## src/rtl/rst_seq_pkg.sv

```systemverilog
// rst_seq_pkg: shared types and helpers for the staged reset sequencer.
package rst_seq_pkg;

  // Sequencer FSM states
  typedef enum logic [1:0] {
    RESET     = 2'd0,
    RELEASE   = 2'd1,
    DONE      = 2'd2,
    SW_ASSERT = 2'd3
  } rst_seq_state_e;

  // Larger of two integers, used to size the shared cycle counter
  function automatic int max_int(input int a, input int b);
    return (a > b) ? a : b;
  endfunction

endpackage

```

## src/rtl/rst_sync.sv

```systemverilog
// rst_sync: asynchronous-assert, synchronous-release reset synchronizer.
// Output is low (in reset) while rst_i is high and goes high SYNC_STAGES
// clock edges after rst_i falls.
module rst_sync #(
  parameter int SYNC_STAGES = 2
) (
  input  logic clk_i,
  input  logic rst_i,
  output logic sync_o
);

  logic [SYNC_STAGES-1:0] sync_r;

  // Shift ones into the chain once reset is removed; clear it asynchronously
  always_ff @(posedge clk_i or posedge rst_i) begin
    if (rst_i) begin
      sync_r <= '0;
    end else begin
      sync_r <= {sync_r[SYNC_STAGES-2:0], 1'b1};
    end
  end

  assign sync_o = sync_r[SYNC_STAGES-1];

endmodule

```

## src/rtl/rst_seq.sv

```systemverilog
// rst_seq: releases NUM_STAGES active-low domain resets one at a time,
// STAGE_CYCLES apart, after a synchronized reset deassertion. A software
// request from DONE holds every domain in reset for SW_RST_CYCLES and then
// re-runs the same release sequence.
module rst_seq
  import rst_seq_pkg::*;
#(
  parameter int NUM_STAGES    = 4,
  parameter int SYNC_STAGES   = 2,
  parameter int STAGE_CYCLES  = 16,
  parameter int SW_RST_CYCLES = 8
) (
  input  logic                  clk_i,
  input  logic                  rst_i,
  input  logic                  sw_rst_req_i,
  output logic                  sw_rst_ack_o,
  output logic [NUM_STAGES-1:0] stage_rst_no,
  output logic                  seq_done_o,
  output logic                  busy_o
);

  localparam int CNT_W = $clog2(max_int(STAGE_CYCLES, SW_RST_CYCLES) + 1);
  localparam int IDX_W = max_int(1, $clog2(NUM_STAGES));

  localparam logic [CNT_W-1:0] STAGE_LAST = CNT_W'(STAGE_CYCLES - 1);
  localparam logic [CNT_W-1:0] HOLD_LAST  = CNT_W'(SW_RST_CYCLES - 1);
  localparam logic [IDX_W-1:0] IDX_LAST   = IDX_W'(NUM_STAGES - 1);

  if (NUM_STAGES < 1) begin : g_chk_num_stages
    $fatal(1, "rst_seq: NUM_STAGES must be >= 1");
  end
  if (SYNC_STAGES < 2) begin : g_chk_sync_stages
    $fatal(1, "rst_seq: SYNC_STAGES must be >= 2");
  end
  if (STAGE_CYCLES < 1) begin : g_chk_stage_cycles
    $fatal(1, "rst_seq: STAGE_CYCLES must be >= 1");
  end
  if (SW_RST_CYCLES < 1) begin : g_chk_sw_rst_cycles
    $fatal(1, "rst_seq: SW_RST_CYCLES must be >= 1");
  end

  logic sync_s;

  rst_seq_state_e  state_r;
  logic [CNT_W-1:0] cnt_r;
  logic [IDX_W-1:0] idx_r;

  rst_sync #(
    .SYNC_STAGES(SYNC_STAGES)
  ) u_rst_sync (
    .clk_i (clk_i),
    .rst_i (rst_i),
    .sync_o(sync_s)
  );

  // Sequencer FSM with its counters and registered outputs
  always_ff @(posedge clk_i or posedge rst_i) begin
    if (rst_i) begin
      state_r      <= RESET;
      cnt_r        <= '0;
      idx_r        <= '0;
      stage_rst_no <= '0;
      seq_done_o   <= 1'b0;
      sw_rst_ack_o <= 1'b0;
      busy_o       <= 1'b1;
    end else begin
      sw_rst_ack_o <= 1'b0;
      case (state_r)
        RESET: begin
          if (sync_s) begin
            state_r <= RELEASE;
            cnt_r   <= '0;
            idx_r   <= '0;
          end else begin
            state_r <= RESET;
          end
        end
        RELEASE: begin
          if (cnt_r == STAGE_LAST) begin
            stage_rst_no[idx_r] <= 1'b1;
            cnt_r               <= '0;
            if (idx_r == IDX_LAST) begin
              // Last domain released: sequence complete
              state_r    <= DONE;
              idx_r      <= '0;
              seq_done_o <= 1'b1;
              busy_o     <= 1'b0;
            end else begin
              idx_r <= idx_r + IDX_W'(1);
            end
          end else begin
            cnt_r <= cnt_r + CNT_W'(1);
          end
        end
        DONE: begin
          // Requests are only honoured here; elsewhere the level is ignored
          if (sw_rst_req_i) begin
            state_r      <= SW_ASSERT;
            stage_rst_no <= '0;
            seq_done_o   <= 1'b0;
            busy_o       <= 1'b1;
            cnt_r        <= '0;
          end else begin
            state_r <= DONE;
          end
        end
        SW_ASSERT: begin
          if (cnt_r == HOLD_LAST) begin
            state_r      <= RELEASE;
            sw_rst_ack_o <= 1'b1;
            cnt_r        <= '0;
            idx_r        <= '0;
          end else begin
            cnt_r <= cnt_r + CNT_W'(1);
          end
        end
        default: begin
          state_r      <= RESET;
          cnt_r        <= '0;
          idx_r        <= '0;
          stage_rst_no <= '0;
          seq_done_o   <= 1'b0;
          busy_o       <= 1'b1;
        end
      endcase
    end
  end

endmodule

```

## config.mk

```make
export PLATFORM = sky130hd
export DESIGN_NAME = rst_seq
export DESIGN_NICKNAME = d
export VERILOG_FILES = /design/src/rtl/rst_seq_pkg.sv /design/src/rtl/rst_sync.sv /design/src/rtl/rst_seq.sv
export SDC_FILE = /design/constraint.sdc
export NUM_CORES = 1
export LEC_CHECK = 0
export BUFFER_PORTS_ARGS = -buffer_cell sky130_fd_sc_hd__buf_4
export CAP_MARGIN = 10
export CORE_AREA = 3 3 44 62
export CTS_BUF_LIST = sky130_fd_sc_hd__clkbuf_8
export CTS_CLUSTER_SIZE = 10
export DETAILED_ROUTE_END_ITERATION = 16
export DIE_AREA = 0 0 47 65
export SETUP_SLACK_MARGIN = 0.4
export SKIP_CTS_REPAIR_TIMING = 1
export SYNTH_ARGS = -nofsm -noshare
export SYNTH_HDL_FRONTEND = slang
export SYNTH_SLANG_ARGS = --single-unit
```

## constraint.sdc

```tcl
create_clock -name clk_i -period 1.79 [get_ports clk_i]
set_input_delay 0.4475 -clock clk_i [delete_from_list [all_inputs] [get_ports clk_i]]
set_output_delay 0.4475 -clock clk_i [all_outputs]
set_load 0.05 [all_outputs]
```

After elaboration in Yosys (flattened, before gate mapping). Cells that the tools add are included.

Eq/ne operators: 11. Multiplexer cells: 31. Add/subtract/negate cells: 2. Reduce and logical (&&, ||, !) cells: 9. Magnitude comparators: 2. Bitwise logic cells: 1.

Operators with widths (number): $mux W5 (4); $pmux W5 S4 (1); $mux W2 (7); $mux W1 (11); $mux W4 (2); $ne A2 B2 Y1 const B (4); $pmux W2 S4 (1); $pmux W4 S2 (1); $reduce_and A4 Y1 (2); $eq A2 B2 Y1 const B (3); $pmux W2 S3 (1); $reduce_and A3 Y1 (2); $add A5 B1 Y5 const B (1); $eq A5 B3 Y1 const B (1); $eq A5 B4 Y1 const B (1); $or A4 B4 Y4 (1); $pmux W1 S2 (2); $lt A2 B3 Y1 const B (1); $reduce_bool A3 Y1 (1); $add A2 B1 Y2 const B (1); $demux W1 S2 (1); $eq A2 B1 Y1 const B (1); $ge A2 B1 Y1 const B (1); $logic_not A2 Y1 (1); other kinds (4) (4).

Input port bits: 3. Bits in registers: 18. Output and inout port bits: 7.

Logic depth before layout (Yosys ltp). Gate-level depths: netlist (run 1).

Depth after elaboration: 7. Depth in mapped cells: 9.

Hierarchy. A second synthesis (run 1) with hierarchy kept.

Cells, all modules: 102. Area, all modules: 1041.0 µm².

Modules (own cells, without submodules): rst_seq (times used 1, area an instance 983.4 µm², sequential area each 401.6 µm², cells each 98); rst_sync (times used 1, area an instance 57.6 µm², sequential area each 50.0 µm², cells each 4).

Worst setup path before layout (run 1). OpenSTA, ideal clock, no wires.

Kind: register to register. Start point: reg cnt_r[0]. End point: reg idx_r[0]. Path slack: -27 ps. Data arrival time: 1696 ps. Setup time: 121 ps. Cell stages (with the launch flop): 8. Buffers on the path: 0. Data required time: 1669 ps. Path through: dfrtp_1 -> ha_1 -> nand3_1 -> inv_1 -> ha_1 -> nor2b_1 -> or4_4 -> a22o_1.

Word-level cells in the longest chain between the ends: 3.

Ends and longest elaborated chain: start: declaration (line rst_seq.sv:45) `logic [CNT_W-1:0] cnt_r;`; start signal: assignment (line rst_seq.sv:92) `cnt_r <= cnt_r + CNT_W'(1);`; start signal: assignment (line rst_seq.sv:114) `cnt_r <= cnt_r + CNT_W'(1);`; $eq A5 B3 Y1 / $eq A5 B4 Y1 (equally long branches) (line rst_seq.sv:108, rst_seq.sv:79); $ne A2 B2 Y1 (no source line); $reduce_and A4 Y1 (no source line) (*); end signal: assignment (line rst_seq.sv:89) `idx_r <= idx_r + IDX_W'(1);`; end: declaration (line rst_seq.sv:46) `logic [IDX_W-1:0] idx_r;`.

Every way passes the cells marked *; elsewhere a longest branch is shown, timed or not. A chain may end at the register's enable or synchronous reset.

Worst setup path in the final report (run 1).
Start point: reg cnt_r[0]. End point: reg idx_r[1].

Same word-level chain as after synthesis.

==> results by group, run 1 <==
STA
  – Fmax achieved: 551.1 MHz
  – # setup viols final: 2
  – Final hold vios: 0
  – Max-slew violation count: 0
  – RSZ-0062 raised after global routing: true
  – Min Tclk post-route: 1.815 ns
  – Final worst setup slack: -0.02460 ns
  – Final Cycle Share: 1.014
  – Worst clock skew: 0.002064 ns
  – Hold_ws: approximately 0.2 ns

Global route
  – GRT overflow: 0
  – All-Layer GR Usage: 0.1473
  – Largest net degree at the start of global routing: 19
  – First-pass GRT wire length: 3.277 mm
  – Vias in the first global route: 743
  – Initial antenna violation count: 0

Yosys
  – Synth area leaders: dfrtp_1, ha_1, a21oi_1, inv_1, nand2_1
  – Syn avg cell area: 9.749 um2
  – Synthesized area: 984.7 um2
  – Synthesized flop and latch total: 18
  – Yosys top cell by area: dfrtp_1
  – Most frequent cells after synthesis: dfrtp_1, ha_1, inv_1
  – Syn Inst Count: 101
  – Ys flop type: dfrtp_1
  – Number of synthesized flops with an enable pin: 0
  – Post-Syn Nets: 115
  – Count leader, synth: dfrtp_1
  – YS warnings: 0
  – Post-synth top area share: 0.4320
  – Share of flip-flops with an asynchronous set or reset: 1.000
  – Post-synthesis sequential area ratio: 0.4587
  – Yosys cell types: 29

Detailed routing
  – WL met3: 46 um
  – WL final: 2.154 mm
  – Met2 wire len: 1.198 mm
  – Vias per Instance: 5.273
  – Met1 WL: 870 um
  – Top Metal Used: met4
  – Initial detailed-routing violation count: 5
  – Detailed-route DRC error count: 0
  – Vias: between 800 and 900
  – Post-DRT Antenna Nets: 0
  – Wire length per cell: 13.99 um
  – Drt first pass iters: 4

Critical path
  – Worst Path Max Fanout: 4
  – Cells along the critical path: ha_4, nand3_4, inv_2, ha_4, nor2b_4, or4_4, a22o_2
  – CP endpoint kind: flip-flop
  – Setup crit start kind: flip-flop
  – Data arrival, critical path: a little under 2 ns
  – Slowest cell on the critical path: or4_4
  – Crit-path max cell delay: just over 0.5 ns
  – Delay-heaviest family, CP: simple AND/OR/NAND/NOR gates
  – Most used cell, CP: ha_4
  – WP data required: between 1.5 and 2 ns
  – WP buf/inv: 1
  – Crit Path Category: flip-flop to flip-flop

Power
  – Net Sw Frac: 0.4000
  – Clock power frac: 0.138
  – Logic pwr share: 0.593
  – Sequential Power Share: 0.269
  – NetSw: 952.2 uW
  – Leakage power: between 0.6 and 0.7 nW
  – Internal Pwr Total: 1.428 mW
  – Power per cell area: 1649 mW/mm2
  – VDD IR max: 0.9796 mV

Final layout
  – Ratio of cells with drive above 1 in the final layout: 0.4697
  – Antenna cells: 0
  – # nets final: between 100 and 150
  – Footprint of the multi-input gates: 611.8 um2
  – Area delta synth->final: 46.63%
  – Fill count: 180
  – Post-route cell area: 0.001444 mm2
  – Sequential cell area: 451.7 um2

Clocking
  – Clock H-tree levels: 1
  – Sinks on Clock Net: 18
  – Clock Latency Late Sink: 0.25 ns
  – Deepest clock path buffer count: 2
  – Worst-path clk slew: 0.07 ns
  – CTS tree: yes
  – CTS buffer count: 3
  – Root Driver: clkbuf_8

Hold path
  – Hold Crit Class: primary input to asynchronous set/reset pin

Run
  – Maxcap violations: 0

Placed design
  – Dpl hpwl: 1.450 mm
  – Input/output buffers: 9
  – Area post-placement: 0.001189 mm2
  – RD Place Congestion: 0.7841

Floorplan
  – Row count: 20
  – Core area: ~0.0022 mm2
  – Total I/O pin count: 10
  – DIE HEIGHT: about 65 um
  – Die X-Extent: 47 um
  – Initial core utilization: 0.4472
  – Die area: about 0.003 mm2

Status
  – Status: finished, violations left
  – Violated checks: setup timing
==> worst min-delay path, delay by kind of cell <==
kind / cells / cell delay, ns
buffers and inverters: 3 / 0.38
==> cell families (layout without fill, tap and decap cells) <==
| kind of cell | Yosys count | in the layout | synth area share |
|---|---|---|---|
| AND/OR/NAND/NOR | 29 | 29 | 0.1499 |
| multiplexers | 3 | 3 | 0.03304 |
| flip-flops | 18 | 18 | 0.4587 |
| adder cells (fa/ha/maj) | 11 | 11 | 0.1398 |
| buffers and inverters | 13 | 44 | 0.04956 |
| AO/OA/AOI/OAI | 26 | 26 | 0.1652 |
| other | 1 | 1 | 0.003808 |
==> path summary, 6_finish.rpt <==
path	end	cells past startpoint	slack (ns)	start
worst max-delay path	idx_r[1]	7	-0.02	cnt_r[0]
min in group clk_i	u_rst_sync.sync_r[1]	0	0.35	u_rst_sync.sync_r[0]
worst min register to register	u_rst_sync.sync_r[1]	0	0.35	u_rst_sync.sync_r[0]
max in group asynchronous	busy_o	3	1.33	rst_i
worst min-delay path	stage_rst_no[0]	3	0.20	rst_i
worst max register to register	idx_r[1]	7	-0.02	cnt_r[0]
==> through the flow <==
step | power, mW | setup TNS [ns] | setup WS [ns] | util | cells
6_report | 2.380 | -0.04184 | -0.02460 | 0.6557 | 154
3_5_place_dp | 1.643 | 0 | 0.02053 | 0.5398 | 137
3_3_place_gp | 1.623 | 0 | 0.05055 | 0.5398 | 137
4_1_cts | 1.972 | 0 | 0.001265 | 0.5648 | 141
2_1_floorplan | 1.356 | 0 | 0.08269 | - | 101
5_1_grt | 2.552 | -0.2763 | -0.08476 | 0.6557 | 154
==> flip-flops by register name, summed over array words and instances (netlist names) <==
signal and flops:
busy_o 1, cnt_r 5, idx_r 2, seq_done_o 1, stage_rst_no 4, state_r 2
sw_rst_ack_o 1, u_rst_sync.sync_r 2
==> routing by layer <==
layer | vias up | track usage
met5 | - | 0
met4 | 0 | 0.06228
met3 | 5 | 0.02500
met2 | 10 | 0.2432
met1 | 391 | 0.1799
li1 | 406 | -
==> power by group through the flow <==
stage / Clock [mW] / Sequential [mW] / Combinational (mW)
6_report: 0.329 / 0.640 / 1.41
5_1_grt: 0.359 / 0.656 / 1.54
4_1_cts: 0.335 / 0.633 / 1.00
3_5_place_dp: 0 / 0.641 / 1.00
3_3_place_gp: 0 / 0.633 / 0.990
2_1_floorplan: 0 / 0.802 / 0.554
==> area by class of cell <==
cell class              instances  share of cell area
flip-flops and latches         18              0.3128
multi-input cells              70              0.4237
repair buffers                 29              0.1776
inverters                      11             0.02860
clock buffers                   4             0.03813
well taps                      22             0.01906
==> cells in the final DEF, fill, tap and decap left out, types with 2 or more instances in the layout <==
cell      netlist  layout
nor2b_4         0       2
o21ai_1         0       4
nand2_2         1       2
inv_2           0       3
clkbuf_8        0       4
and2_1          2       2
a22o_2          2       2
mux2_2          2       2
ha_1           11       7
nand2_1         9       8
dfrtp_1        17      17
a21oi_2         1       6
a21oi_1        10       4
buf_6           0       5
nor3b_1         2       2
buf_4           0      22
nor2_1          7       5
inv_1          11       8
ha_4            0       3
Power figures use the tool's default switching activity.
==> run 2: changes to the inputs <==
Settings changed: PLACE_DENSITY from default to 0.67.
==> run 2 against run 1 <==
Effect of this change: the run still ends with setup timing left; critical endpoint is now idx_r[0]; sequential power down 0.9%; global-route usage shrank 0.67 points; maximum frequency up 1.1%; critical path type unchanged.
==> results by group, run 2 (synthesis results as in run 1) <==
Critical path
  – Most used cell, CP: ha_4
  – CP endpoint kind: flip-flop
  – Crit Path Category: flip-flop to flip-flop
  – Delay-heaviest family, CP: simple AND/OR/NAND/NOR gates
  – Data arrival, critical path: 1.94 ns (-0.02 ns)
  – WP data required: 1.93 ns (about the same)
  – Crit-path max cell delay: 0.51 ns (about the same)
  – Setup crit start kind: flip-flop
  – Slowest cell on the critical path: or4_4
  – Cells along the critical path: ha_4, nand3_2, inv_2, ha_4, nor2b_4, or4_4, a22o_1
  – Worst Path Max Fanout: 5 (+1)
  – WP buf/inv: 1 (unchanged)
  – FF-to-FF setup slack: -0.006 ns (+0.02 ns)

Final layout
  – Layout Utilization: 0.5977 (-0.05795)
  – Commonest non-fill, non-tap cells in the layout: dfrtp_1, buf_4, inv_1, nand2_1
  – Antenna cells: 0 (unchanged)
  – # nets final: 138 (-6.1%)
  – Area delta synth->final: 33.67%
  – Post-route cell area: 0.001316 mm2 (-8.8%)
  – Top reg by flops: cnt_r
  – Ratio of cells with drive above 1 in the final layout: 0.3984 (-0.07132)
  – Commonest non-fill, non-tap cell in the layout: dfrtp_1
  – Top Registers: cnt_r x5, stage_rst_no x4
  – Max FFs per register: 5 (unchanged)

Global route
  – All-Layer GR Usage: 0.1406 (-0.006678)
  – First-pass GRT wire length: 3.084 mm (-5.9%)
  – GRT overflow: 0 (unchanged)
  – Initial antenna violation count: 0 (unchanged)
  – Largest net degree at the start of global routing: 19 (unchanged)
  – Vias in the first global route: 720 (-3.1%)

Clocking
  – Worst-path clk slew: 0.07 ns (about the same)
  – Deepest clock path buffer count: 2 (unchanged)
  – Root Driver: clkbuf_8
  – Sinks on Clock Net: 18 (unchanged)
  – Clock Latency Late Sink: 0.25 ns (about the same)
  – CTS tree: yes
  – CTS buffer count: 3 (unchanged)
  – Clock H-tree levels: 1 (unchanged)

STA
  – Fmax achieved: 556.9 MHz (+1.1%)
  – Final Cycle Share: 1.003 (-0.01065)
  – Min Tclk post-route: 1.796 ns (-0.01907 ns)
  – Final hold vios: 0 (unchanged)
  – # setup viols final: 1 (-1)
  – RSZ-0062 raised after global routing: true
  – Final worst setup slack: -0.005529 ns (+0.01907 ns)
  – Worst clock skew: 0.004914 ns (+0.002850 ns)
  – Max-slew violation count: 0 (unchanged)

Detailed routing
  – Post-DRT Antenna Nets: 0 (unchanged)
  – Wire length per cell: 13.79 um (-1.4%)
  – Detailed-route DRC error count: 0 (unchanged)
  – Drt first pass iters: 4 (unchanged)
  – Vias per Instance: 5.510 (+4.5%)
  – WL final: 1.999 mm (-7.2%)
  – Vias: 799 (-1.6%)
  – Initial detailed-routing violation count: 17 (+12)

Power
  – Power per cell area: 1576 mW/mm2 (-4.4%)
  – Power, Total: 2.074 mW (-13%)
  – VDD IR max: 0.6330 mV (-35%)
  – Leakage power: 0.6020 nW (-8.1%)

Floorplan
  – Die area: 0.003055 mm2 (unchanged)
  – DIE HEIGHT: 65 um (unchanged)
  – Total I/O pin count: 10 (unchanged)
  – Row count: 20 (unchanged)
  – Initial core utilization: 0.4472 (unchanged)
  – Die X-Extent: 47 um (unchanged)
  – Core area: 0.002202 mm2 (unchanged)

Placed design
  – RD Place Congestion: 0.7584 (-3.3%)
  – Input/output buffers: 9 (unchanged)
  – Dpl hpwl: 1.456 mm (+0.35%)
  – Area post-placement: 0.001174 mm2 (-1.3%)
  – Worst slack at placement: -0.005080 ns (-0.02561 ns)

Status
  – Violated checks: setup timing
  – Status: finished, violations left

Run
  – Maxcap violations: 0 (unchanged)

Hold path
  – Hold Crit Class: primary input to asynchronous set/reset pin
run 2: power breakdown:
group / internal (mW) / switching, mW
clock network: 0.152 / 0.132
logic: 0.529 / 0.627
registers: 0.525 / 0.109
run 2: per-layer routing:
| metal | track usage | wire length [um] | vias up |
|---|---|---|---|
| met5 | 0 | 0 | - |
| met4 | 0.07266 | 42 | 0 |
| met3 | 0.02500 | 46 | 5 |
| met2 | 0.2398 | 1069 | 11 |
| met1 | 0.1566 | 840 | 392 |
| li1 | - | - | 391 |
run 2: layout make-up:
type / count / area, um2
fill: 178 / 885.9
multi-input combinational: 70 / 578.1
sequential: 18 / 451.7
timing repair buffer: 20 / 172.7
clock buffer: 3 / 41.29
inverter: 11 / 41.29
tap: 22 / 27.53
clock inverter: 1 / 3.754
run 2: worst min-delay path: stages:
cell	delay, ns
buf_4	0.11
inv_1	0.04
buf_4	0.24
run 2: worst paths after layout:
path	from	endpoint	cells after the start
hold / removal	rst_i	cnt_r[3]	3
setup / recovery	cnt_r[0]	idx_r[0]	7
hold reg to reg	u_rst_sync.sync_r[0]	u_rst_sync.sync_r[1]	0
setup reg to reg	cnt_r[0]	idx_r[0]	7
min in group clk_i	u_rst_sync.sync_r[0]	u_rst_sync.sync_r[1]	0
max in group asynchronous	rst_i	busy_o	3
run 2: through the flow:
| step | setup TNS (ns) | std cells | hold WS (ns) |
|---|---|---|---|
| finish | -0.005529 | 145 | 0.2029 |
| global route | -0.1002 | 145 | 0.2157 |
| floorplan | 0 | 101 | 0.3312 |
| CTS | -0.02027 | 139 | 0.2075 |
| detailed placement | -0.005080 | 135 | 0.3434 |
| global placement | 0 | 135 | 0.3371 |
==> run 3: changes to the inputs <==
Settings changed: GPL_TIMING_DRIVEN from default to 0, REMOVE_ABC_BUFFERS from default to 1, SLEW_MARGIN from default to 15.
==> run 3 against run 2 <==
Effect of this change: the run still ends with setup timing left; sequential power about the same; die area is the same; non-clock buffer count grew 1; power up 5.9%; cell count increased by 1.4%; worst hold slack better by 0.099 ns; largest cell class unchanged; largest power group unchanged.
==> results by group, run 3 (synthesis results as in run 1) <==
Clocking
  – CTS buffer count: 3 (unchanged)
  – Clock Latency Late Sink: 0.25 ns (about the same)
  – Root Driver: clkbuf_8
  – Sinks on Clock Net: 18 (unchanged)
  – CTS tree: yes
  – Worst-path clk slew: 0.07 ns (about the same)
  – Deepest clock path buffer count: 2 (unchanged)
  – Clock H-tree levels: 1 (unchanged)

STA
  – RSZ-0062 raised after global routing: true
  – Max_slew headroom: 0.5350
  – Max-slew violation count: 0 (unchanged)
  – Total negative slack: -0.02338 ns (-0.01785 ns)
  – Worst clock skew: 0.001578 ns (-0.003336 ns)
  – # setup viols final: 2 (+1)
  – Worst-Margin Slew: ~0.7 ns
  – Fmax achieved: 554.0 MHz (-0.53%)
  – Final worst setup slack: -0.01515 ns (-0.009621 ns)
  – Final hold vios: 0 (unchanged)
  – Min Tclk post-route: 1.805 ns (+0.009621 ns)
  – Final Cycle Share: 1.008 (+0.005375)

Global route
  – All-Layer GR Usage: 0.1362 (-0.004465)
  – Vias in the first global route: 748 (+3.9%)
  – GRT overflow: 0 (unchanged)
  – First-pass GRT wire length: 3.084 mm (unchanged)
  – Initial antenna violation count: 0 (unchanged)
  – Largest net degree at the start of global routing: 19 (unchanged)

Floorplan
  – Die X-Extent: 47 um (unchanged)
  – Core area: 0.002202 mm2 (unchanged)
  – DIE HEIGHT: 65 um (unchanged)
  – Total I/O pin count: 10 (unchanged)
  – Die area: 0.003055 mm2 (unchanged)
  – Row count: 20 (unchanged)
  – Initial core utilization: 0.4472 (unchanged)

Final layout
  – Area delta synth->final: 37.61%
  – Antenna cells: 0 (unchanged)
  – Top Registers: cnt_r x5, stage_rst_no x4
  – Post-route cell area: 0.001355 mm2 (+2.9%)
  – Commonest non-fill, non-tap cell in the layout: buf_4
  – Max FFs per register: 5 (unchanged)
  – Fin cells: 147 (+1.4%)
  – Commonest non-fill, non-tap cells in the layout: buf_4, dfrtp_1, inv_1
  – # nets final: 140 (+1.4%)
  – Top reg by flops: cnt_r
  – Ratio of cells with drive above 1 in the final layout: 0.4320 (+0.03363)

Detailed routing
  – Vias: 821 (+2.8%)
  – Wire length per cell: 14.95 um (+8.4%)
  – WL final: 2.197 mm (+9.9%)
  – Post-DRT Antenna Nets: 0 (unchanged)
  – Initial detailed-routing violation count: 28 (+11)
  – Drt first pass iters: 4 (unchanged)
  – Detailed-route DRC error count: 0 (unchanged)
  – Vias per Instance: 5.585 (+1.4%)

Status
  – Status: finished, violations left
  – Violated checks: setup timing

Critical path
  – Setup crit start kind: flip-flop
  – Slowest cell on the critical path: or4_4
  – Most used cell, CP: ha_4
  – Data arrival, critical path: 1.95 ns (about the same)
  – Cells along the critical path: ha_4, nand3_4, inv_2, ha_4, nor2b_4, or4_4, a22o_2
  – CP endpoint kind: flip-flop
  – Crit-path max cell delay: 0.51 ns (about the same)
  – WP data required: 1.93 ns (about the same)
  – Worst Path Max Fanout: 4 (-1)
  – Crit Path Category: flip-flop to flip-flop

Power
  – VDD IR max: 0.8648 mV (+37%)
  – Power per cell area: 1621 mW/mm2 (+2.9%)
  – Leakage power: 0.6173 nW (+2.5%)

Hold path
  – Hold Crit Class: primary input to asynchronous set/reset pin

Run
  – Maxcap violations: 0 (unchanged)

Placed design
  – DP Cell Count: 130 (-3.7%)
  – Input/output buffers: 9 (unchanged)
  – RD Place Congestion: 0.7221 (-4.8%)
  – Dpl hpwl: 1.265 mm (-13%)
  – Area post-placement: 0.001072 mm2 (-8.6%)
## run 3: final timing paths
kind / start / to / slack (ns) / depth (start not counted)
worst max-delay path: cnt_r[1] / idx_r[1] / -0.02 / 7
worst min-delay path: rst_i / cnt_r[0] / 0.30 / 2
worst max register to register: cnt_r[1] / idx_r[1] / -0.02 / 7
worst min register to register: u_rst_sync.sync_r[0] / u_rst_sync.sync_r[1] / 0.36 / 0
max in group asynchronous: rst_i / stage_rst_no[2] / 1.04 / 2
min in group clk_i: u_rst_sync.sync_r[0] / u_rst_sync.sync_r[1] / 0.36 / 0
## run 3: worst max-delay path: cells and delay by family (launching register included)
family	cells	cell delay, ns
AND/OR/NAND/NOR	3	0.63
flip-flops	1	0.41
adder cells (fa/ha/maj)	2	0.33
AO/OA/AOI/OAI	1	0.22
buffers and inverters	1	0.09
## run 3: where the power goes
group          total, mW  switching [mW]  internal [mW]
Sequential         0.635           0.110          0.525
Clock              0.329           0.134          0.195
Combinational       1.23           0.661          0.571
## run 3: final cells by class
cell class | instances | area [um2]
Tap cell | 22 | 27.53
Inverter | 11 | 41.29
Sequential cell | 18 | 451.7
Timing Repair Buffer | 21 | 168.9
Clock buffer | 4 | 55.05
Fill cell | 176 | 847.1
Multi-Input combinational cell | 71 | 610.6
## run 3: metrics by stage
| stage | setup WS [ns] | hold slack (ns) | power, mW | utilization |
|---|---|---|---|---|
| floorplan | -0.02670 | 0.3312 | 1.287 | - |
| global placement | -0.1461 | 0.3355 | 1.463 | 0.4869 |
| detailed placement | -0.1754 | 0.3465 | 1.499 | 0.4869 |
| CTS | -0.1971 | 0.3314 | 1.832 | 0.5119 |
| global route | -0.08003 | 0.3660 | 2.348 | 0.6153 |
| finish | -0.01515 | 0.3016 | 2.197 | 0.6153 |
## run 3: metal layers
layer	global-route usage	vias to the layer above	part of all wire
li1	-	389	-
met1	0.1615	406	0.43
met2	0.2262	19	0.51
met3	0.02500	7	0.039
met4	0.06228	0	0.019
met5	0	-	0
